## config.mk

```make
export PLATFORM = sky130hd
export DESIGN_NAME = flag_cond_unit
export DESIGN_NICKNAME = d
export VERILOG_FILES = /design/src/rtl/flag_cond_unit.sv
export SDC_FILE = /design/constraint.sdc
export NUM_CORES = 1
export LEC_CHECK = 0
export CAP_MARGIN = 5
export CORE_ASPECT_RATIO = 1.2
export CORE_MARGIN = 1
export CORE_UTILIZATION = 36
export DETAILED_ROUTE_END_ITERATION = 16
export PLACE_DENSITY_LB_ADDON = 0.3
export REMOVE_ABC_BUFFERS = 1
export SETUP_SLACK_MARGIN = 0.02
export SLEW_MARGIN = 20
export SYNTH_ARGS = -nofsm -noshare
export SYNTH_HDL_FRONTEND = slang
export SYNTH_SLANG_ARGS = --single-unit
```

## constraint.sdc

```tcl
create_clock -name clk -period 1.5 [get_ports clk]
set_input_delay 0.375 -clock clk [delete_from_list [all_inputs] [get_ports clk]]
set_output_delay 0.375 -clock clk [all_outputs]
set_load 0.05 [all_outputs]
```

## src/rtl/flag_cond_unit.sv

```systemverilog
// flag_cond_unit: NZCV flag register, saved-flags slot and condition evaluator.
// Ports:
//   clk, rst          : clock (rising edge), asynchronous active-high reset
//   alu_status[3:0]   : {N,Z,C,V} from the ALU for the executing instruction
//   update_en         : executing instruction sets flags
//   flush             : kills update_en and cond_valid this cycle
//   cond_valid, cond  : condition evaluation request and ARM-style code
//   save_req          : copy registered flags into the saved slot
//   restore_req       : load flags from the saved slot
//   flags, saved_flags: registered NZCV and saved slot
//   carry_out         : registered C flag, to the ALU carry input
//   cond_done         : result valid, one cycle after an unflushed request
//   cond_pass         : condition result, 0 whenever cond_done is 0
module flag_cond_unit #(
   parameter logic [3:0] RESET_FLAGS = 4'b0000,
   parameter bit         FORWARD     = 1'b1
) (
   input  logic       clk,
   input  logic       rst,
   input  logic [3:0] alu_status,
   input  logic       update_en,
   input  logic       flush,
   input  logic       cond_valid,
   input  logic [3:0] cond,
   input  logic       save_req,
   input  logic       restore_req,
   output logic [3:0] flags,
   output logic [3:0] saved_flags,
   output logic       carry_out,
   output logic       cond_done,
   output logic       cond_pass
);

   logic [3:0] flags_nxt;
   logic [3:0] saved_nxt;
   logic [3:0] eff;
   logic       upd_ok;
   logic       req_ok;
   logic       n, z, c, v;
   logic       base;
   logic       pass;

   assign upd_ok = update_en & ~flush;
   assign req_ok = cond_valid & ~flush;

   always_comb begin
      flags_nxt = flags;
      if (restore_req) begin
         flags_nxt = saved_flags;
      end else if (upd_ok) begin
         flags_nxt = alu_status;
      end
   end

   // saved slot always captures the old registered value, so a
   // save with a concurrent restore becomes a swap
   always_comb begin
      saved_nxt = saved_flags;
      if (save_req) begin
         saved_nxt = flags;
      end
   end

   assign eff = FORWARD ? flags_nxt : flags;
   assign {n, z, c, v} = eff;

   // cond[3:1] picks the base test; cond[0] inverts it.
   // AL (1110) is base 1 so NV (1111) inverts to 0.
   always_comb begin
      base = 1'b0;
      unique case (cond[3:1])
         3'b000: base = z;
         3'b001: base = c;
         3'b010: base = n;
         3'b011: base = v;
         3'b100: base = c & ~z;
         3'b101: base = ~(n ^ v);
         3'b110: base = ~z & ~(n ^ v);
         3'b111: base = 1'b1;
         default: base = 1'b0;
      endcase
      pass = base ^ cond[0];
   end

   always_ff @(posedge clk or posedge rst) begin
      if (rst) begin
         flags       <= RESET_FLAGS;
         saved_flags <= RESET_FLAGS;
         cond_done   <= 1'b0;
         cond_pass   <= 1'b0;
      end else begin
         flags       <= flags_nxt;
         saved_flags <= saved_nxt;
         cond_done   <= req_ok;
         cond_pass   <= req_ok & pass;
      end
   end

   // never forwarded: keeps the ALU carry path loop-free
   assign carry_out = flags[1];

endmodule

```

Yosys cells after proc, flatten, opt, wreduce, memory -nomap -nowiden. Cells that the tools add are included. Widths: inputs -> output; s select.

Register bits: 10. Logic and storage cells: 25. Input bits: 15.

Bitwise gates (word level): 10. Reduce and logical (&&, ||, !) cells: 1. Mux-type cells: 3. Equality and inequality tests: 7.

Operators with widths (count): $eq 3x3->1 const B (4); $mux 4 (2); $pmux 1 s8 (1); $eq 3x2->1 const B (2); $and 1x1->1 (5); $eq 3x1->1 const B (1); $logic_not 3->1 (1); $not 1->1 (3); $xor 1x1->1 (2).

Logic depth before layout (Yosys ltp). Gate-level depths: netlist of the first run.

Depth after elaboration: 10. Depth in mapped cells: 7. Gate-level depth less buffers: 6.

Least setup slack after synthesis of the first run. OpenSTA, ideal clock, no wires.

Kind: reg2reg. Start: register flags[2]. End: register cond_pass. Cell stages (with the launch flop): 6. Path buffers: 0. Setup slack: -0.285 ns. Data arrival time: 1.650 ns. Data required time: 1.366 ns. Clock period less this slack: 1.785 ns. Path through: dfrtp_1 -> inv_1 -> o311a_1 -> a221oi_1 -> o211a_1 -> o211ai_1.

Cells in the longest elaborated chain, start to end: 7.

RTL lines: start, declared (line 27) `output logic [3:0] flags,`; start signal, assigned (line 92) `flags <= flags_nxt;`; $mux 4 * (line 50) `end else if (upd_ok) begin`; $mux 4 * (line 48) `if (restore_req) begin`; $not 1->1 (line 76, 78); $and 1x1->1 (on tied branches) (line 78, 76); $pmux 1 s8 * (line 71) `unique case (cond[3:1])`; $xor 1x1->1 * (line 82) `pass = base ^ cond[0];`; $and 1x1->1 * (line 95) `cond_pass <= req_ok & pass;`; end signal, assigned (line 95); end, declared (line 31) `output logic cond_pass`.

Mark *: on every way between the ends. The rest lies on a longest branch, timed or not. A chain may end at the register's enable or synchronous reset.

Final worst setup path of the first run.
Start: input alu_status[0]. End: register cond_pass.

Cells in the longest elaborated chain, start to end: 8.

RTL lines: start, declared (line 20) `input logic [3:0] alu_status,`; $mux 4 * (line 50); $mux 4 * (line 48); named net eff[0] (line 36) `logic [3:0] eff;`; $xor 1x1->1 (line 77, 78); $not 1->1 (line 77, 78); $and 1x1->1 (line 78) `3'b110: base = ~z & ~(n ^ v);`; $pmux 1 s8 * (line 71); $xor 1x1->1 * (line 82); $and 1x1->1 * (line 95).

Mark *: on every way through the listed nets, which the timed path passes. The rest lies on a longest branch.

==> PnR_summary.wiki, run 1 <==
{| class="wikitable"
! Metric !! Value
|-
| Outcome || complete, but fails checks
|-
| Failing checks || negative setup slack
|-
| Post-synthesis area per instance || 9.967 sq um
|-
| IO buf count || 25
|-
| Reg-to-reg critical path startpoint || flags[0]$_DFF_PP0_
|-
| Critical Path AT || 1.75 ns
|-
| Worst hold slack after final layout || 0.3727 ns
|-
| Wire length of the first global-routing pass || 2.787 mm
|-
| Overall die width || 38.90 um
|-
| Dpl cells || 111
|-
| Final setup violating endpoints || 1
|-
| Standard cell area after detailed placement || 1047 sq um
|-
| Most common cell after layout, fill and taps aside || sky130_fd_sc_hd__buf_4
|-
| Highest fanout seen on the critical path || 4
|-
| Final Cycle Share || 105.7%
|-
| Unrepaired setup endpoints after global routing || yes
|-
| Vias in the first global route || 626
|-
| Clock Tree Root || sky130_fd_sc_hd__clkbuf_4
|-
| Gate Count Post-Synth || 59
|-
| Antenna diodes || 0
|-
| Number of remaining DRC errors || 0
|-
| Static power due to leakage || 0.5352 nW
|-
| Number of storage elements in the synthesis netlist || 10
|-
| Most used cells in the layout excluding fill and tap cells || sky130_fd_sc_hd__buf_4, sky130_fd_sc_hd__buf_12, sky130_fd_sc_hd__dfrtp_1
|-
| Signed area change from the synthesized netlist to the final layout || 97.45%
|-
| Distinct cells, synth || 29
|-
| Number of pins exceeding their max-slew limit in the final report || 0
|-
| Register-to-register setup slack || -0.01 ns
|-
| R2R Path End || cond_pass$_DFF_PP0_
|-
| Sum of internal, switching and leakage power || 1.481 mW
|-
| Avg WL per Cell || 15.51 um
|-
| Measured slew at the worst slew-check pin || 0.3974 ns
|-
| Final instance area || 1161 sq um
|-
| Clock latency of the later-clocked register in the worst-skew pair || 0.28 ns
|-
| Antenna violations before repair || 0
|-
| Via count of the routed design || 643
|-
| Post-Layout Cell Count || 116
|-
| Bufs on Longest Clock Path || 2
|-
| Nets@finish || 115
|-
| Row Count || 15
|-
| Final RePlAce weighted congestion || 0.6980
|-
| Max-capacitance violation count || 0
|-
| Number of clock sinks || 10
|-
| Worst setup slack after layout || -0.08495 ns
|-
| First-pass iteration count of the detailed router || 5
|-
| Number of top-level pins || 26
|-
| Power per standard cell area || 1276 nW/um^2
|-
| Endpoint class of the critical path || register
|-
| Maximum level of the CTS H-tree || 1
|-
| Synthesized cell area || 588.1 sq um
|-
| Clock tree skew after final layout || 0.005631 ns
|-
| Maximum ir drop on the vdd rail || 0.0007590 V
|-
| Gr usage total || 23.22%
|-
| Die Span Y || 46.28 um
|-
| Maximum clock rate || 630.9 MHz
|-
| Clock edge transition at the registers on the reported setup and hold paths || 0.07 ns
|-
| Starting density of the core || 39.66%
|-
| Share of cells above drive strength 1 || 46.46%
|-
| DRT iter0 DRCs || 12
|-
| Number of buffers inserted during clock tree synthesis || 3
|-
| Post-Route WL || 1.799 mm
|-
| Full die area || 1800 sq um
|-
| Required time worst endpoint || 1.66 ns
|-
| Final worst path period need || 1.585 ns
|-
| Setup_tns || -0.08495 ns
|-
| Kind of critical path || in -> reg
|-
| Final hold violations || 0
|-
| Seq/Total Area, Yosys || 42.55%
|-
| Number of nets still failing antenna checks after routing || 0
|-
| Placeable core region || 1483 sq um
|-
| Nature of the critical path startpoint || primary input
|-
| Depth of the worst register-to-register path || 5
|-
| Synthesis warning total || 0
|-
| HPWL after detailed placement || 1.334 mm
|-
| Remaining Overflow, GRT || 0
|-
| CTS tree || yes
|-
| Tightest slew margin relative to the limit || 73.48%
|-
| Worst min-delay path category || in -> async
|-
| Post-place setup slack || -0.8134 ns
|-
| Util after Layout || 78.31%
|-
| Pin count of the biggest net entering global routing || 12
|-
| Vias per std cell || 5.543
|}
==> layer usage <==
| metal | GRT usage (%) | share of wire, % | up-vias |
|---|---|---|---|
| li1 | - | - | 297 |
| met1 | 22.59 | 35 | 299 |
| met2 | 45.00 | 56 | 35 |
| met3 | 3.382 | 4.6 | 12 |
| met4 | 12.41 | 4.2 | 0 |
| met5 | 0 | 0 | - |
==> synth_stat cells <==
cell type                   number  area [sq um]
sky130_fd_sc_hd__o211ai_1        1         7.510
sky130_fd_sc_hd__nor2b_1         3         18.77
sky130_fd_sc_hd__o21a_1          1         7.510
sky130_fd_sc_hd__o21ai_1         1         5.000
sky130_fd_sc_hd__nor3_1          2         10.01
sky130_fd_sc_hd__o211a_1         1         10.01
sky130_fd_sc_hd__and2_1          1         6.260
sky130_fd_sc_hd__and2b_4         1         10.01
sky130_fd_sc_hd__and2b_2         1         8.760
sky130_fd_sc_hd__mux2i_1         1         10.01
sky130_fd_sc_hd__buf_2           1         5.000
sky130_fd_sc_hd__a221oi_1        1         8.760
sky130_fd_sc_hd__o221ai_1        1         8.760
sky130_fd_sc_hd__nand4_1         2         12.51
sky130_fd_sc_hd__nor4b_1         1         8.760
sky130_fd_sc_hd__or4b_1          1         10.01
sky130_fd_sc_hd__mux2_2          4         45.04
sky130_fd_sc_hd__a211o_1         1         8.760
sky130_fd_sc_hd__nand2b_1        1         6.260
sky130_fd_sc_hd__dfrtp_1        10         250.2
sky130_fd_sc_hd__a21boi_0        1         7.510
sky130_fd_sc_hd__nand2_1         6         22.52
sky130_fd_sc_hd__nor2_1          3         11.26
sky130_fd_sc_hd__inv_1           6         22.52
sky130_fd_sc_hd__o311a_1         2         20.02
sky130_fd_sc_hd__o311a_2         1         11.26
sky130_fd_sc_hd__nand4bb_1       2         22.52
sky130_fd_sc_hd__nand3_1         1         5.000
sky130_fd_sc_hd__buf_4           1         7.510
==> layout make-up <==
type	count	area [sq um]
flip-flops and latches	10	250.2
fillers	101	321.6
inverters	6	22.52
repair buffers	38	459.2
well taps	17	21.27
multi-input cells	41	371.6
clock buffers	4	36.28
==> timing repair <==
action,CTS,global route
buffers inserted,1,0
setup endpoints to repair,1,1
hold buffers,0,0
gates resized for setup,22,9
hold endpoints to repair,0,0
cloned,0,0
pin swaps,5,4
==> flip-flops by register name, summed over array words and instances (netlist names) <==
name,count
cond_done,1
cond_pass,1
flags,4
saved_flags,4
==> critical path, cell delays in order <==
cell and delay, ns:
sky130_fd_sc_hd__buf_6 0.09, sky130_fd_sc_hd__or4b_4 0.54, sky130_fd_sc_hd__o311a_4 0.15, sky130_fd_sc_hd__a211o_1 0.28, sky130_fd_sc_hd__nand4_1 0.08, sky130_fd_sc_hd__o211a_1 0.16
sky130_fd_sc_hd__o211ai_1 0.08
==> how the worst max path moves through the flow <==
stage	endpoint	startpoint	cells past startpoint	slack [ns]
after floorplan	cond_pass$_DFF_PP0_	flags[1]$_DFF_PP0_	6	-0.42
after global placement	cond_pass$_DFF_PP0_	flush	6	-0.74
after detailed placement	cond_pass$_DFF_PP0_	flush	7	-0.81
after CTS	cond_pass$_DFF_PP0_	flush	7	-0.13
after global routing	cond_pass$_DFF_PP0_	alu_status[0]	7	-0.12
final	cond_pass$_DFF_PP0_	alu_status[0]	7	-0.08
==> where the power goes <==
group | total, mW | leakage (nW) | internal [mW] | switching, mW
Clock | 0.255 | 0.0210 | 0.148 | 0.107
Sequential | 0.368 | 0.120 | 0.325 | 0.0428
Combinational | 0.859 | 0.394 | 0.440 | 0.419
==> cells by family (layout without fill, tap and decap cells) <==
group | Yosys count | count (layout) | share of synthesized area (%)
DFF | 10 | 10 | 42.55
muxes | 5 | 5 | 9.361
AOI/OAI and AO/OA | 11 | 11 | 16.17
buffers and inverters | 8 | 48 | 5.957
and+or+nand+nor | 25 | 25 | 25.96
No activity file was read; power rests on OpenSTA's default activity.
==> inputs of run 2 (changes only) <==
--- a/config.mk
+++ b/config.mk
@@ -5,10 +5,11 @@
 export SDC_FILE = /design/constraint.sdc
 export NUM_CORES = 1
 export LEC_CHECK = 0
+export ABC_AREA = 1
 export CAP_MARGIN = 5
 export CORE_ASPECT_RATIO = 1.2
 export CORE_MARGIN = 1
-export CORE_UTILIZATION = 36
+export CORE_UTILIZATION = 37
 export DETAILED_ROUTE_END_ITERATION = 16
 export PLACE_DENSITY_LB_ADDON = 0.3
 export REMOVE_ABC_BUFFERS = 1
==> run 2 against run 1 <==
The flow now finishes without violations; combinational power down 33%; clock power grew 3%; die area up 4.5%; cell count is 30% higher; largest power group unchanged; worst hold slack got worse by 0.053 ns.
==> PnR_summary.wiki, run 2 <==
{| class="wikitable"
! Metric !! Value
|-
| Post-Layout Cell Count || 151 (+30%)
|-
| Most used cells in the layout excluding fill and tap cells || sky130_fd_sc_hd__nand2_1, sky130_fd_sc_hd__inv_1, sky130_fd_sc_hd__nand2_2
|-
| Via count of the routed design || 768 (+19%)
|-
| Cell types with the highest counts after synthesis || sky130_fd_sc_hd__nand2_1, sky130_fd_sc_hd__inv_1, sky130_fd_sc_hd__nand3_1
|-
| Util after Layout || 74.07% (-4.2 points)
|-
| Vias per std cell || 5.086 (-8.2%)
|-
| Overall die width || 39.76 um (+2.2%)
|-
| Wire length of the first global-routing pass || 2.477 mm (-11%)
|-
| Number of top-level pins || 26 (unchanged)
|-
| Number of clock sinks || 10 (unchanged)
|-
| Area of the multi-input gates || 389.1 sq um (+4.7%)
|-
| Outcome || finished clean
|-
| Fill cell count || 107 (+5.9%)
|-
| Distinct cells, synth || 13 (-55%)
|-
| Number of enable flip-flop cells after synthesis || 0 (unchanged)
|-
| Clock latency of the later-clocked register in the worst-skew pair || 0.28 ns (about the same)
|-
| Nets@finish || 149 (+30%)
|-
| Async set-or-reset flop fraction in the synthesized netlist || 100.0% (unchanged)
|-
| Bufs on Longest Clock Path || 2 (unchanged)
|-
| Share of cells above drive strength 1 || 45.11% (-1.4 points)
|-
| Top flip-flop cell by instance count after synthesis || sky130_fd_sc_hd__dfrtp_1
|-
| Pin count of the biggest net entering global routing || 11 (-1)
|-
| Antenna violations before repair || 0 (unchanged)
|-
| Power per standard cell area || 985.6 nW/um^2 (-23%)
|-
| Unrepaired setup endpoints after global routing || no
|-
| Final worst path period need || 1.381 ns (-0.2040 ns)
|-
| Number of buffers inserted during clock tree synthesis || 3 (unchanged)
|-
| Maximum clock rate || 724.2 MHz (+15%)
|-
| Antenna diodes || 0 (unchanged)
|-
| CTS tree || yes
|-
| Maximum level of the CTS H-tree || 1 (unchanged)
|-
| Maximum ir drop on the vdd rail || 0.0005073 V (-33%)
|-
| Area used by sequential logic in the layout || 251.5 sq um (+0.50%)
|-
| DRT iter0 DRCs || 21 (+9)
|-
| Post-Route WL || 1.939 mm (+7.8%)
|-
| Beginning of the worst hold path || flush
|-
| Max-capacitance violation count || 0 (unchanged)
|-
| First-pass iteration count of the detailed router || 4 (-1)
|-
| Vias in the first global route || 606 (-3.2%)
|-
| Final Cycle Share || 92.06% (-14 points)
|-
| Reg-to-reg critical path startpoint || flags[0]$_DFF_PP0_
|-
| Required time worst endpoint || 1.68 ns (+0.02 ns)
|-
| Area share of the leading cell type in the synthesized netlist || 39.53% (-3.0 points)
|-
| Most common cell after layout, fill and taps aside || sky130_fd_sc_hd__nand2_1
|-
| Nature of the critical path startpoint || register
|-
| Final hold violations || 0 (unchanged)
|-
| Tightest slew margin relative to the limit || 72.40% (-1.1 points)
|-
| Leading area contributor after synthesis || sky130_fd_sc_hd__dfrtp_1
|-
| Remaining Overflow, GRT || 0 (unchanged)
|-
| Gr usage total || 20.79% (-2.4 points)
|-
| Highest fanout seen on the critical path || 3 (-1)
|-
| Register-to-register setup slack || 0.12 ns (+0.13 ns)
|-
| Starting density of the core || 39.04% (-0.62 points)
|-
| Clock edge transition at the registers on the reported setup and hold paths || 0.08 ns (about the same)
|-
| Critical Path AT || 1.56 ns (-0.19 ns)
|-
| Die Span Y || 47.32 um (+2.2%)
|-
| Number of hold buffers added after cts || 0 (unchanged)
|-
| Endpoint class of the critical path || register
|-
| Clock Tree Root || sky130_fd_sc_hd__clkbuf_4
|-
| Kind of critical path || reg -> reg
|-
| Row Count || 16 (+1)
|-
| Final setup violating endpoints || 0 (-1)
|-
| Final RePlAce weighted congestion || 0.8737 (+25%)
|-
| Cell with the most instances after synthesis || sky130_fd_sc_hd__nand2_1
|-
| Clock tree skew after final layout || 0.005639 ns (+0.000007890 ns)
|-
| Top flop regs || flags (4), saved_flags (4)
|-
| Biggest area contributors in the synthesized netlist || sky130_fd_sc_hd__dfrtp_1, sky130_fd_sc_hd__nand2_1, sky130_fd_sc_hd__nand3_1, sky130_fd_sc_hd__inv_1, sky130_fd_sc_hd__nand2_2
|-
| Synthesis warning total || 0 (unchanged)
|-
| Seq/Total Area, Yosys || 39.53% (-3.0 points)
|-
| Worst min-delay path category || in -> reg
|-
| Dpl cells || 144 (+30%)
|-
| Placeable core region || 1622 sq um (+9.4%)
|-
| Full die area || 1881 sq um (+4.5%)
|-
| Signed area change from the synthesized netlist to the final layout || 89.72%
|-
| Number of remaining DRC errors || 0 (unchanged)
|-
| Static power due to leakage || 0.6502 nW (+22%)
|-
| Number of storage elements in the synthesis netlist || 10 (unchanged)
|-
| Sum of internal, switching and leakage power || 1.184 mW (-20%)
|-
| Number of nets still failing antenna checks after routing || 0 (unchanged)
|-
| Avg WL per Cell || 12.84 um (-17%)
|-
| IO buf count || 25 (unchanged)
|-
| Synthesized cell area || 633.1 sq um (+7.7%)
|-
| Worst setup startpoint || flags[0]$_DFF_PP0_
|-
| Gate Count Post-Synth || 94 (+59%)
|-
| HPWL after detailed placement || 1.327 mm (-0.53%)
|-
| Number of pins exceeding their max-slew limit in the final report || 0 (unchanged)
|-
| Measured slew at the worst slew-check pin || 0.4135 ns (+0.01613 ns)
|-
| Post-synthesis area per instance || 6.735 sq um (-32%)
|}
-- run 2: final cells by class --
cell class,instances,area share [%]
well taps,18,1.875
flip-flops and latches,10,20.94
multi-input cells,67,32.40
clock buffers,4,3.021
repair buffers,36,36.77
inverters,16,5.000
-- run 2: power breakdown --
group          internal [mW]  switching [mW]  leakage, nW
sequential             0.305          0.0415        0.123
combinational          0.265           0.310        0.506
clock                  0.148           0.115       0.0210
-- run 2: timing repair --
item                       in CTS  in global routing
setup buffers                   0                  3
cloned                          0                  0
pin swaps                       4                 11
setup endpoints to repair       1                  1
gates resized for setup         9                 28
-- run 2: path summary, 6_finish.rpt --
path,endpoint,depth (start not counted)
setup / recovery,cond_pass$_DFF_PP0_,13
hold / removal,cond_done$_DFF_PP0_,2
setup reg to reg,cond_pass$_DFF_PP0_,13
hold reg to reg,saved_flags[1]$_DFFE_PP0P_,2
max in group asynchronous,flags[3]$_DFF_PP0_,2
min in group asynchronous,saved_flags[0]$_DFFE_PP0P_,2
-- run 2: cells by family after synthesis --
group                  share of synthesized area [%]
AOI/OAI and AO/OA                              6.719
buffers and inverters                          10.67
DFF                                            39.53
and+or+nand+nor                                43.08
-- run 2: routing by layer --
layer	track usage (%)	wire, um	up-vias
li1	-	-	375
met1	23.46	791	359
met2	34.43	1042	29
met3	4.265	67	5
met4	14.48	38	0
met5	0	0	-
-- run 2: critical path, stage by stage (launching register included) --
cell	delay, ns
sky130_fd_sc_hd__dfrtp_1	0.46
sky130_fd_sc_hd__nand2_2	0.10
sky130_fd_sc_hd__nand2_2	0.08
sky130_fd_sc_hd__nand2_2	0.05
sky130_fd_sc_hd__nand2_2	0.07
sky130_fd_sc_hd__nand2_2	0.06
sky130_fd_sc_hd__nand3_2	0.05
sky130_fd_sc_hd__nand2_1	0.05
sky130_fd_sc_hd__nand2_1	0.06
sky130_fd_sc_hd__nand2_1	0.06
sky130_fd_sc_hd__nand2_2	0.09
sky130_fd_sc_hd__nand3_2	0.06
sky130_fd_sc_hd__nand2_2	0.05
sky130_fd_sc_hd__nor2_1	0.04
-- run 2: through the flow --
step,cell area (sq um),hold WS (ns),worst slack (ns),TNS [ns]
after floorplan,625.6,0.2152,-0.2642,-0.2642
after global placement,1069,0.5769,-0.4213,-0.4647
after detailed placement,1069,0.5834,-0.4980,-0.6107
after CTS,1115,0.3896,0.03053,0
after global routing,1201,0.3234,0.009563,0
final,1201,0.3200,0.1191,0
